## src/rtl/dpram_arbiter_if.sv

```systemverilog
// Bus bundle between client A, client B, the arbiter and one port of the dual-port RAM.
// The arbiter uses the slave modport; the clients/RAM side uses the master modport.
interface dpram_arbiter_if #(
    parameter int unsigned ADDR_W = 10,
    parameter int unsigned DATA_W = 8
);
    logic              a_req;
    logic              a_we;
    logic [ADDR_W-1:0] a_addr;
    logic [DATA_W-1:0] a_wdata;
    logic              a_gnt;
    logic              a_rvalid;
    logic [DATA_W-1:0] a_rdata;

    logic              b_req;
    logic              b_we;
    logic [ADDR_W-1:0] b_addr;
    logic [DATA_W-1:0] b_wdata;
    logic              b_gnt;
    logic              b_rvalid;
    logic [DATA_W-1:0] b_rdata;

    logic              ram_en;
    logic              ram_we;
    logic [ADDR_W-1:0] ram_addr;
    logic [DATA_W-1:0] ram_wdata;
    logic [DATA_W-1:0] ram_rdata;

    modport slave (
        input  a_req, a_we, a_addr, a_wdata,
        output a_gnt, a_rvalid, a_rdata,
        input  b_req, b_we, b_addr, b_wdata,
        output b_gnt, b_rvalid, b_rdata,
        output ram_en, ram_we, ram_addr, ram_wdata,
        input  ram_rdata
    );

    modport master (
        output a_req, a_we, a_addr, a_wdata,
        input  a_gnt, a_rvalid, a_rdata,
        output b_req, b_we, b_addr, b_wdata,
        input  b_gnt, b_rvalid, b_rdata,
        input  ram_en, ram_we, ram_addr, ram_wdata,
        output ram_rdata
    );
endinterface

```

## src/rtl/dpram_arbiter.sv

```systemverilog
// Two-client round-robin/burst arbiter for one RAM port with owner-tagged read return.
// Optional macro DPRAM_ARB_PRIO_A_EN switches to fixed priority for client A.
module dpram_arbiter #(
    parameter int unsigned ADDR_W    = 10,
    parameter int unsigned DATA_W    = 8,
    parameter int unsigned BURST_LEN = 4
) (
    input  logic            clk,
    input  logic            rst_n,
    dpram_arbiter_if.slave  io_bus
);

    typedef enum logic [1:0] {
        ST_IDLE  = 2'd0,
        ST_OWN_A = 2'd1,
        ST_OWN_B = 2'd2
    } state_t;

    localparam int unsigned CNT_W   = 4;
    localparam logic [CNT_W-1:0] CNT_MAX = 4'hF;
    localparam logic [CNT_W-1:0] BURST_L = CNT_W'(BURST_LEN);
    localparam logic PTR_A = 1'b0;
    localparam logic PTR_B = 1'b1;

    state_t            r_state;
    state_t            w_state_nxt;
    logic [CNT_W-1:0]  r_cnt;
    logic [CNT_W-1:0]  w_cnt_nxt;
    logic              r_ptr;
    logic              w_ptr_nxt;
    logic              w_gnt_a;
    logic              w_gnt_b;

    logic              r_ram_en;
    logic              r_ram_we;
    logic [ADDR_W-1:0] r_ram_addr;
    logic [DATA_W-1:0] r_ram_wdata;
    logic              r_owner_b;

    logic              r_a_rvalid;
    logic              r_b_rvalid;
    logic [DATA_W-1:0] r_a_rdata;
    logic [DATA_W-1:0] r_b_rdata;

    // State, burst counter and priority pointer
    always_ff @(posedge clk or negedge rst_n) begin
        if (!rst_n) begin
            r_state <= ST_IDLE;
            r_cnt   <= '0;
            r_ptr   <= PTR_A;
        end else begin
            r_state <= w_state_nxt;
            r_cnt   <= w_cnt_nxt;
            r_ptr   <= w_ptr_nxt;
        end
    end

    // Grant decode and next-state; grants are suppressed while reset is held
    always_comb begin
        w_gnt_a     = 1'b0;
        w_gnt_b     = 1'b0;
        w_state_nxt = r_state;
        w_cnt_nxt   = r_cnt;
        w_ptr_nxt   = r_ptr;
`ifdef DPRAM_ARB_PRIO_A_EN
        w_gnt_a     = rst_n & io_bus.a_req;
        w_gnt_b     = rst_n & io_bus.b_req & ~io_bus.a_req;
        w_state_nxt = ST_IDLE;
`else
        if (rst_n) begin
            unique case (r_state)
                ST_OWN_A: begin
                    if (io_bus.a_req && ((r_cnt < BURST_L) || !io_bus.b_req)) begin
                        w_gnt_a   = 1'b1;
                        w_cnt_nxt = (r_cnt == CNT_MAX) ? CNT_MAX : r_cnt + 4'd1;
                    end else if (io_bus.b_req) begin
                        w_gnt_b     = 1'b1;
                        w_state_nxt = ST_OWN_B;
                        w_cnt_nxt   = 4'd1;
                        w_ptr_nxt   = PTR_A;
                    end else begin
                        w_state_nxt = ST_IDLE;
                        w_ptr_nxt   = PTR_B;
                    end
                end
                ST_OWN_B: begin
                    if (io_bus.b_req && ((r_cnt < BURST_L) || !io_bus.a_req)) begin
                        w_gnt_b   = 1'b1;
                        w_cnt_nxt = (r_cnt == CNT_MAX) ? CNT_MAX : r_cnt + 4'd1;
                    end else if (io_bus.a_req) begin
                        w_gnt_a     = 1'b1;
                        w_state_nxt = ST_OWN_A;
                        w_cnt_nxt   = 4'd1;
                        w_ptr_nxt   = PTR_B;
                    end else begin
                        w_state_nxt = ST_IDLE;
                        w_ptr_nxt   = PTR_A;
                    end
                end
                default: begin
                    if (io_bus.a_req && (!io_bus.b_req || (r_ptr == PTR_A))) begin
                        w_gnt_a     = 1'b1;
                        w_state_nxt = ST_OWN_A;
                        w_cnt_nxt   = 4'd1;
                    end else if (io_bus.b_req) begin
                        w_gnt_b     = 1'b1;
                        w_state_nxt = ST_OWN_B;
                        w_cnt_nxt   = 4'd1;
                    end
                end
            endcase
        end
`endif
    end

    // Stage 1: registered RAM command plus owner tag
    always_ff @(posedge clk or negedge rst_n) begin
        if (!rst_n) begin
            r_ram_en    <= 1'b0;
            r_ram_we    <= 1'b0;
            r_ram_addr  <= '0;
            r_ram_wdata <= '0;
            r_owner_b   <= 1'b0;
        end else begin
            r_ram_en  <= w_gnt_a | w_gnt_b;
            r_owner_b <= w_gnt_b;
            if (w_gnt_b) begin
                r_ram_we    <= io_bus.b_we;
                r_ram_addr  <= io_bus.b_addr;
                r_ram_wdata <= io_bus.b_wdata;
            end else begin
                r_ram_we    <= w_gnt_a & io_bus.a_we;
                r_ram_addr  <= io_bus.a_addr;
                r_ram_wdata <= io_bus.a_wdata;
            end
        end
    end

    // Stage 2: read-valid to the owner; data holder keeps the last returned byte
    always_ff @(posedge clk or negedge rst_n) begin
        if (!rst_n) begin
            r_a_rvalid <= 1'b0;
            r_b_rvalid <= 1'b0;
            r_a_rdata  <= '0;
            r_b_rdata  <= '0;
        end else begin
            r_a_rvalid <= r_ram_en & ~r_ram_we & ~r_owner_b;
            r_b_rvalid <= r_ram_en & ~r_ram_we &  r_owner_b;
            if (r_a_rvalid) r_a_rdata <= io_bus.ram_rdata;
            if (r_b_rvalid) r_b_rdata <= io_bus.ram_rdata;
        end
    end

    // ram_rdata is already the RAM's output register, so it is forwarded in the rvalid cycle
    assign io_bus.a_gnt     = w_gnt_a;
    assign io_bus.b_gnt     = w_gnt_b;
    assign io_bus.a_rvalid  = r_a_rvalid;
    assign io_bus.b_rvalid  = r_b_rvalid;
    assign io_bus.a_rdata   = r_a_rvalid ? io_bus.ram_rdata : r_a_rdata;
    assign io_bus.b_rdata   = r_b_rvalid ? io_bus.ram_rdata : r_b_rdata;
    assign io_bus.ram_en    = r_ram_en;
    assign io_bus.ram_we    = r_ram_we;
    assign io_bus.ram_addr  = r_ram_addr;
    assign io_bus.ram_wdata = r_ram_wdata;

endmodule

```

## src/flat_wrapper.sv

```systemverilog
// flat-port wrapper written by rule: the top's interface ports become plain ports
module dpram_arbiter_flat 
#(
    parameter int unsigned ADDR_W    = 10,
    parameter int unsigned DATA_W    = 8,
    parameter int unsigned BURST_LEN = 4
)
  (clk, rst_n, io_bus_a_req, io_bus_a_we, io_bus_a_addr, io_bus_a_wdata, io_bus_a_gnt, io_bus_a_rvalid, io_bus_a_rdata, io_bus_b_req, io_bus_b_we, io_bus_b_addr, io_bus_b_wdata, io_bus_b_gnt, io_bus_b_rvalid, io_bus_b_rdata, io_bus_ram_en, io_bus_ram_we, io_bus_ram_addr, io_bus_ram_wdata, io_bus_ram_rdata);
  dpram_arbiter_if #(.ADDR_W(ADDR_W), .DATA_W(DATA_W)) io_bus_i ();
  input  logic clk;
  input  logic rst_n;
  input wire logic [$bits(io_bus_i.a_req)-1:0] io_bus_a_req;
  input wire logic [$bits(io_bus_i.a_we)-1:0] io_bus_a_we;
  input wire logic [$bits(io_bus_i.a_addr)-1:0] io_bus_a_addr;
  input wire logic [$bits(io_bus_i.a_wdata)-1:0] io_bus_a_wdata;
  output wire logic [$bits(io_bus_i.a_gnt)-1:0] io_bus_a_gnt;
  output wire logic [$bits(io_bus_i.a_rvalid)-1:0] io_bus_a_rvalid;
  output wire logic [$bits(io_bus_i.a_rdata)-1:0] io_bus_a_rdata;
  input wire logic [$bits(io_bus_i.b_req)-1:0] io_bus_b_req;
  input wire logic [$bits(io_bus_i.b_we)-1:0] io_bus_b_we;
  input wire logic [$bits(io_bus_i.b_addr)-1:0] io_bus_b_addr;
  input wire logic [$bits(io_bus_i.b_wdata)-1:0] io_bus_b_wdata;
  output wire logic [$bits(io_bus_i.b_gnt)-1:0] io_bus_b_gnt;
  output wire logic [$bits(io_bus_i.b_rvalid)-1:0] io_bus_b_rvalid;
  output wire logic [$bits(io_bus_i.b_rdata)-1:0] io_bus_b_rdata;
  output wire logic [$bits(io_bus_i.ram_en)-1:0] io_bus_ram_en;
  output wire logic [$bits(io_bus_i.ram_we)-1:0] io_bus_ram_we;
  output wire logic [$bits(io_bus_i.ram_addr)-1:0] io_bus_ram_addr;
  output wire logic [$bits(io_bus_i.ram_wdata)-1:0] io_bus_ram_wdata;
  input wire logic [$bits(io_bus_i.ram_rdata)-1:0] io_bus_ram_rdata;
  assign io_bus_i.a_req = io_bus_a_req;
  assign io_bus_i.a_we = io_bus_a_we;
  assign io_bus_i.a_addr = io_bus_a_addr;
  assign io_bus_i.a_wdata = io_bus_a_wdata;
  assign io_bus_a_gnt = io_bus_i.a_gnt;
  assign io_bus_a_rvalid = io_bus_i.a_rvalid;
  assign io_bus_a_rdata = io_bus_i.a_rdata;
  assign io_bus_i.b_req = io_bus_b_req;
  assign io_bus_i.b_we = io_bus_b_we;
  assign io_bus_i.b_addr = io_bus_b_addr;
  assign io_bus_i.b_wdata = io_bus_b_wdata;
  assign io_bus_b_gnt = io_bus_i.b_gnt;
  assign io_bus_b_rvalid = io_bus_i.b_rvalid;
  assign io_bus_b_rdata = io_bus_i.b_rdata;
  assign io_bus_ram_en = io_bus_i.ram_en;
  assign io_bus_ram_we = io_bus_i.ram_we;
  assign io_bus_ram_addr = io_bus_i.ram_addr;
  assign io_bus_ram_wdata = io_bus_i.ram_wdata;
  assign io_bus_i.ram_rdata = io_bus_ram_rdata;
  dpram_arbiter #(.ADDR_W(ADDR_W), .DATA_W(DATA_W), .BURST_LEN(BURST_LEN)) u_core (.clk(clk), .rst_n(rst_n), .io_bus(io_bus_i));
endmodule
```

## config.mk

```make
export PLATFORM = sky130hd
export DESIGN_NAME = dpram_arbiter_flat
export DESIGN_NICKNAME = d
export VERILOG_FILES = /design/src/rtl/dpram_arbiter_if.sv /design/src/rtl/dpram_arbiter.sv /design/src/flat_wrapper.sv
export SDC_FILE = /design/constraint.sdc
export NUM_CORES = 1
export LEC_CHECK = 0
export ABC_AREA = 1
export CAP_MARGIN = 0
export CORE_ASPECT_RATIO = 1.1
export CORE_UTILIZATION = 46
export CTS_CLUSTER_SIZE = 14
export DETAILED_ROUTE_END_ITERATION = 16
export PLACE_DENSITY = 0.88
export SLEW_MARGIN = 10
export SYNTH_ARGS = -nofsm -noshare
export SYNTH_HDL_FRONTEND = slang
export SYNTH_SLANG_ARGS = --single-unit
```

## constraint.sdc

```tcl
create_clock -name clk -period 4 [get_ports clk]
set_clock_uncertainty 0.15 [all_clocks]
set_input_delay 0.4 -clock clk [delete_from_list [all_inputs] [get_ports clk]]
set_output_delay 0.4 -clock clk [all_outputs]
set_load 0.1 [all_outputs]
```

==> results of run 1 <==
[synthesized netlist by cell type]
master	instances
sky130_fd_sc_hd__ha_1	3
sky130_fd_sc_hd__o21ai_1	2
sky130_fd_sc_hd__o21ai_0	9
sky130_fd_sc_hd__nand2_2	6
sky130_fd_sc_hd__nor3b_1	1
sky130_fd_sc_hd__nor3_1	1
sky130_fd_sc_hd__inv_6	1
sky130_fd_sc_hd__dfrtp_1	46
sky130_fd_sc_hd__mux2_2	16
sky130_fd_sc_hd__nand2_1	96
sky130_fd_sc_hd__o21ai_2	1
sky130_fd_sc_hd__nand3_2	1
sky130_fd_sc_hd__nand4_1	2
sky130_fd_sc_hd__clkbuf_1	2
sky130_fd_sc_hd__nor3_2	1
sky130_fd_sc_hd__o21bai_1	1
sky130_fd_sc_hd__buf_8	1
sky130_fd_sc_hd__nor2_1	9
sky130_fd_sc_hd__buf_6	3
sky130_fd_sc_hd__inv_1	17
sky130_fd_sc_hd__nand3_1	8
sky130_fd_sc_hd__nand2_4	1
sky130_fd_sc_hd__inv_2	2
sky130_fd_sc_hd__a21oi_1	3
[stage by stage]
| stage | util (%) | hold slack [ns] | cell area [um2] | cells |
|---|---|---|---|---|
| detailed placement | 69.4 | 0.279 | 3020 | 371 |
| floorplan | - | -0.0456 | 2120 | 233 |
| global route | 72.1 | 0.185 | 3130 | 379 |
| CTS | 72.1 | 0.141 | 3130 | 379 |
| finish | 72.1 | 0.141 | 3130 | 379 |
| global placement | 69.4 | 0.252 | 3020 | 371 |
[area by class of cell]
class / instances / area [um2]
repair buffers: 90 / 888
well taps: 54 / 67.6
multi-input cells: 161 / 832
flip-flops and latches: 46 / 1150
fillers: 298 / 1210
inverters: 20 / 80.1
clock inverters: 3 / 45.0
clock buffers: 5 / 68.8
[kinds of logic after synthesis]
logic type                 Yosys count  synth area share (%)
AOI/OAI and AO/OA                   16                  4.07
and+or+nand+nor                    126                  24.9
muxes                               16                  8.50
buffers and inverters               26                  6.43
adders and majority gates            3                  1.77
DFF                                 46                  54.3
[per-layer routing]
| metal | vias up | track usage (%) | wire length, um |
|---|---|---|---|
| met5 | - | 0 | 0 |
| met4 | 0 | 7.09 | 51 |
| met3 | 7 | 5.78 | 374 |
| met2 | 86 | 39.5 | 2650 |
| met1 | 835 | 25.6 | 1990 |
| li1 | 909 | - | - |
[state kept, by name (all words and copies together), names as in the netlist]
register / flops
u_core.io_bus.ram_wdata: 8
u_core.r_state: 2
u_core.r_ptr: 1
u_core.r_cnt: 4
u_core.io_bus.b_rvalid: 1
u_core.io_bus.ram_addr: 10
u_core.r_a_rdata: 8
u_core.io_bus.ram_we: 1
u_core.io_bus.ram_en: 1
u_core.r_b_rdata: 8
u_core.io_bus.a_rvalid: 1
u_core.r_owner_b: 1
[worst max-delay path, delay by kind of cell (launching register included)]
family / cells / cell delay [ns]
multiplexers: 1 / 0.26
flip-flops: 1 / 0.61
buffers and inverters: 1 / 1.14
[path summary, 6_finish.rpt]
| kind | end | slack [ns] |
|---|---|---|
| setup / recovery | io_bus_a_rdata[5] | 1.13 |
| hold / removal | u_core.r_ptr$_DFFE_PN0P_ | 0.14 |
| setup reg to reg | u_core.io_bus.ram_wdata[0]$_DFF_PN0_ | 1.99 |
| hold reg to reg | u_core.io_bus.a_rvalid$_DFF_PN0_ | 0.31 |
| max in group asynchronous | u_core.io_bus.ram_wdata[4]$_DFF_PN0_ | 3.18 |
| min in group clk | u_core.io_bus.a_rvalid$_DFF_PN0_ | 0.31 |
==> impl_metrics.py, run 1 <==
metrics = {
    "status": {
        "run_status": "finished clean",
    },
    "detailed_routing": {
        "wire_per_inst_um": 13.4,
        "finalWirelength_mm": 5.07,
        "drtIter0Drc": 102,
        "detailroute.via_count": 1837,
        "drc_errors": 0,
        "number_of_nets_with_antenna_violations_after_detailed_routing": 0,
        "via_per_inst": 4.85,
        "pre_repair_dr_iteration_count": 4,
    },
    "clock_tree": {
        "h-tree-depth": 2,
        "cts-resized-gates": 0,
        "tritoncts_num_sinks": 46,
        "cts_tree": "done",
        "clock_tree.buffer_depth": 2,
        "post_cts_setup_buffer_count": 0,
        "cts_buffers": 5,
        "cts_hold_buffers": 0,
        "insertion_delay_ns": 0.30,
        "clk_root_buffer_cell": "sky130_fd_sc_hd__clkbuf_8",
        "cts.reportedPaths.clkPinSlew_ns": 0.09,
    },
    "sta": {
        "clock.fmax_ghz": 0.349,
        "worst_pin_slew_ns": 0.993,
        "post-route-min-period_ns": 2.87,
        "final_min_period_over_clock_period_pct": 71.6,
        "hold_viol": 0,
        "rsz0062_at_grt": "false",
        "timing.final.max_slew_violations": 0,
        "slew_headroom_pct": 33.6,
        "setup_viol": 0,
        "fin_tns_setup_ns": 0,
        "fin_ws_ns": 1.13,
    },
    "place": {
        "pre_cts_slack_ns": 1.24,
        "dp_hpwl_mm": 3.80,
        "placement.io_buffers": 89,
        "routability_congestion_estimate_from_global_placement": 0.968,
    },
    "floorplanning": {
        "die_height_um": 73.2,
        "initial_core_util_pct": 48.7,
        "placeableCoreArea_um2": 4350,
        "io_pins": 90,
        "dieWidth_um": 66.7,
        "placement_rows": 25,
        "design.die.area_um2": 4880,
    },
    "finish": {
        "layout-drive-gt1-share_pct": 12.6,
        "layout_commonest_cell": "sky130_fd_sc_hd__nand2_1",
        "num_antenna_cells": 0,
        "layout.cells.most_common_list": "96 x sky130_fd_sc_hd__nand2_1, 86 x sky130_fd_sc_hd__clkdlybuf4s50_1, 46 x sky130_fd_sc_hd__dfrtp_1",
        "area_delta_synth_final_pct": 47.8,
        "num-nets-final": 377,
    },
    "logic_synthesis": {
        "yosys.cell_types.count": 24,
        "synthesis.instances": 233,
        "yosysTopAreaCell": "sky130_fd_sc_hd__dfrtp_1",
        "yosys-top-cells-area": "sky130_fd_sc_hd__dfrtp_1 54%, sky130_fd_sc_hd__nand2_1 17%, sky130_fd_sc_hd__mux2_2 8.5%",
        "synth_nets": 286,
        "seq_area_frac_synth_pct": 54.3,
        "ys.warnings.count": 0,
        "syn-cell-area_um2": 2120,
        "flip_flop_and_latch_count_after_synthesis": 46,
        "avgSynthCellArea_um2": 9.10,
        "synth_largest_type_area_fraction_pct": 54.3,
    },
    "setup_path": {
        "critical_path.startpoint": "u_core.io_bus.a_rvalid$_DFF_PN0_",
        "critPathMaxFanout": 9,
        "timing.rr.start": "u_core.r_state[0]$_DFFE_PN0P_",
        "category_of_the_worst_setup_path_launch_point": "flip-flop",
        "cp_data_arrival_time_ns": 2.32,
        "critPathSlowestCell": "sky130_fd_sc_hd__clkdlybuf4s50_1",
        "crit_path_largest_cell_delay_ns": 1.14,
        "crit_path_end_kind": "output port",
        "worst-setup-path-type": "reg2out",
        "cell_breakdown_of_the_critical_path": "mux2_2 > clkdlybuf4s50_1",
        "rr_worst_depth": 10,
        "critPathRequiredTime_ns": 3.45,
    },
    "flow_run": {
        "max_cap_violations": 0,
    },
    "grt": {
        "grt_start_max_net_pins": 47,
        "initial_antenna_violation_count": 0,
        "grt_first_pass_wirelength_mm": 8.04,
        "global_route.usage.total_pct": 22.2,
        "number_of_global_route_vias_before_repair": 1763,
        "grt_remaining_overflow": 0,
    },
    "min_path": {
        "hold_path_class": "in2async",
    },
}
Power of run 1 is left out: the tool's default activity adds up to more than one toggle a clock period on the data nets, which glitch-free logic cannot reach.
==> run 2, diff against run 1 <==
Settings changed: CORE_UTILIZATION 46 to 42, PLACE_DENSITY 0.88 to 0.81.
Clock period 4 ns to 2.91 ns, I/O delays scaled along.
==> impl_metrics.py, run 2 (same netlist as run 1, synthesis figures left out) <==
metrics = {
    "finish": {
        "num_antenna_cells": 0,
        "finalCoreUtilization_pct": 64.3,
        "layout_commonest_cell": "sky130_fd_sc_hd__nand2_1",
        "final_std_cells_w_o_fill": 382,
        "layout-drive-gt1-share_pct": 24.2,
        "area_delta_synth_final_pct": 44.1,
        "post-route-cell-area_um2": 3050,
        "layout.cells.most_common_list": "96 x sky130_fd_sc_hd__nand2_1, 48 x sky130_fd_sc_hd__clkdlybuf4s50_1, 46 x sky130_fd_sc_hd__dfrtp_1",
        "largest_register_ff_count": 10,
        "num-nets-final": 378,
    },
    "clock_tree": {
        "post_cts_setup_buffer_count": 0,
        "cts_buffers": 5,
        "insertion_delay_ns": 0.30,
        "clock_tree.buffer_depth": 2,
        "clk_root_buffer_cell": "sky130_fd_sc_hd__clkbuf_8",
        "h-tree-depth": 2,
        "cts_tree": "done",
        "cts.reportedPaths.clkPinSlew_ns": 0.09,
        "tritoncts_num_sinks": 46,
    },
    "place": {
        "routability_congestion_estimate_from_global_placement": 0.896,
        "placement.io_buffers": 89,
        "dp_hpwl_mm": 3.92,
        "post-place-cells": 373,
        "placement.cell_area_um2": 2950,
    },
    "detailed_routing": {
        "via_per_inst": 4.72,
        "drc_errors": 0,
        "finalWirelength_mm": 5.08,
        "wire_per_inst_um": 13.3,
        "pre_repair_dr_iteration_count": 4,
        "drtIter0Drc": 78,
        "number_of_nets_with_antenna_violations_after_detailed_routing": 0,
        "detailroute.via_count": 1803,
    },
    "grt": {
        "initial_antenna_violation_count": 0,
        "global_route.usage.total_pct": 20.0,
        "grt_start_max_net_pins": 37,
        "number_of_global_route_vias_before_repair": 1832,
        "grt_first_pass_wirelength_mm": 8.46,
        "grt_remaining_overflow": 0,
    },
    "floorplanning": {
        "dieWidth_um": 69.7,
        "placeableCoreArea_um2": 4750,
        "die_height_um": 76.5,
        "design.die.area_um2": 5330,
        "io_pins": 90,
        "placement_rows": 26,
        "initial_core_util_pct": 44.6,
    },
    "setup_path": {
        "rr_worst_depth": 10,
        "worst-setup-path-type": "reg2out",
        "cp_data_arrival_time_ns": 2.04,
        "timing.rr.start": "u_core.r_state[0]$_DFFE_PN0P_",
        "critPathMaxFanout": 23,
        "crit_path_end_kind": "output port",
        "category_of_the_worst_setup_path_launch_point": "flip-flop",
        "r2r_setup_slack_ns": 0.87,
        "worstReg2RegEnd": "u_core.io_bus.ram_wdata[5]$_DFF_PN0_",
        "critPathRequiredTime_ns": 2.47,
    },
    "sta": {
        "setup_viol": 0,
        "rsz0062_at_grt": "false",
        "slew_headroom_pct": 71.9,
        "worst_pin_slew_ns": 0.422,
        "post-route-min-period_ns": 2.48,
        "clock.fmax_ghz": 0.403,
        "timing.final.max_slew_violations": 0,
        "fin_tns_setup_ns": 0,
        "final_min_period_over_clock_period_pct": 85.2,
        "hold_viol": 0,
    },
    "min_path": {
        "worst_hold_path.endpoint": "u_core.io_bus.a_rvalid$_DFF_PN0_",
        "worstHoldStart": "u_core.r_owner_b$_DFF_PN0_",
        "hold_path_class": "reg2reg",
        "worstHoldPathCells": 1,
    },
    "flow_run": {
        "max_cap_violations": 0,
    },
    "status": {
        "run_status": "finished clean",
    },
}
## run 2: layout make-up
cell class | instances | area [um2]
clock buffers | 5 | 68.8
repair buffers | 91 | 828
fillers | 428 | 1700
flip-flops and latches | 46 | 1150
clock inverters | 3 | 23.8
multi-input cells | 161 | 832
well taps | 56 | 70.1
inverters | 20 | 80.1
## run 2: worst max-delay path by stage
stage / endpoint / slack (ns) / start
2_1_floorplan: io_bus_a_rdata[0] / 0.62 / u_core.io_bus.a_rvalid$_DFF_PN0_
3_3_place_gp: io_bus_b_gnt / 0.47 / io_bus_b_req
3_5_place_dp: io_bus_b_gnt / 0.45 / io_bus_b_req
4_1_cts: io_bus_b_gnt / 0.43 / u_core.r_state[0]$_DFFE_PN0P_
5_1_grt: io_bus_b_gnt / 0.30 / u_core.r_state[0]$_DFFE_PN0P_
6_report: io_bus_b_gnt / 0.43 / u_core.r_state[0]$_DFFE_PN0P_
## run 2: metrics by stage
step | worst slack, ns | hold slack, ns
floorplan | 0.624 | -0.155
global placement | 0.475 | 0.0630
detailed placement | 0.450 | 0.0629
CTS | 0.430 | 0.285
global route | 0.296 | 0.311
finish | 0.431 | 0.286
## run 2: routing by layer
| metal | global-route usage, % | share of wire (%) | up-vias | wire length (um) |
|---|---|---|---|---|
| met5 | 0 | 0 | - | 0 |
| met2 | 36.3 | 51 | 54 | 2570 |
| met1 | 23.5 | 42 | 832 | 2140 |
| met4 | 4.80 | 1.1 | 0 | 58 |
| li1 | - | - | 912 | - |
| met3 | 5.16 | 6.2 | 5 | 315 |
## run 2: worst max-delay path: stages (launching register included)
cell and delay [ns]:
sky130_fd_sc_hd__dfrtp_1 0.39, sky130_fd_sc_hd__inv_1 0.06, sky130_fd_sc_hd__ha_1 0.37, sky130_fd_sc_hd__nor3_2 0.23
sky130_fd_sc_hd__nand2_1 0.07, sky130_fd_sc_hd__nand2_1 0.08, sky130_fd_sc_hd__nand2_2 0.06, sky130_fd_sc_hd__nand2_4 0.25
sky130_fd_sc_hd__buf_12 0.22
## run 2: timing repair
| action | CTS | global route |
|---|---|---|
| hold buffers | 1 | 0 |
| endpoints found under the hold margin | 10 | 0 |
| gates resized for setup | 0 | 0 |
Power of run 2 is left out for the same reason.
==> run 3, diff against run 2 <==
Settings changed: SLEW_MARGIN 10 to 20.
==> results of run 3 <==
Final layout, timing and power as in run 2 (identical DEF).
Power of run 3 is left out for the same reason.
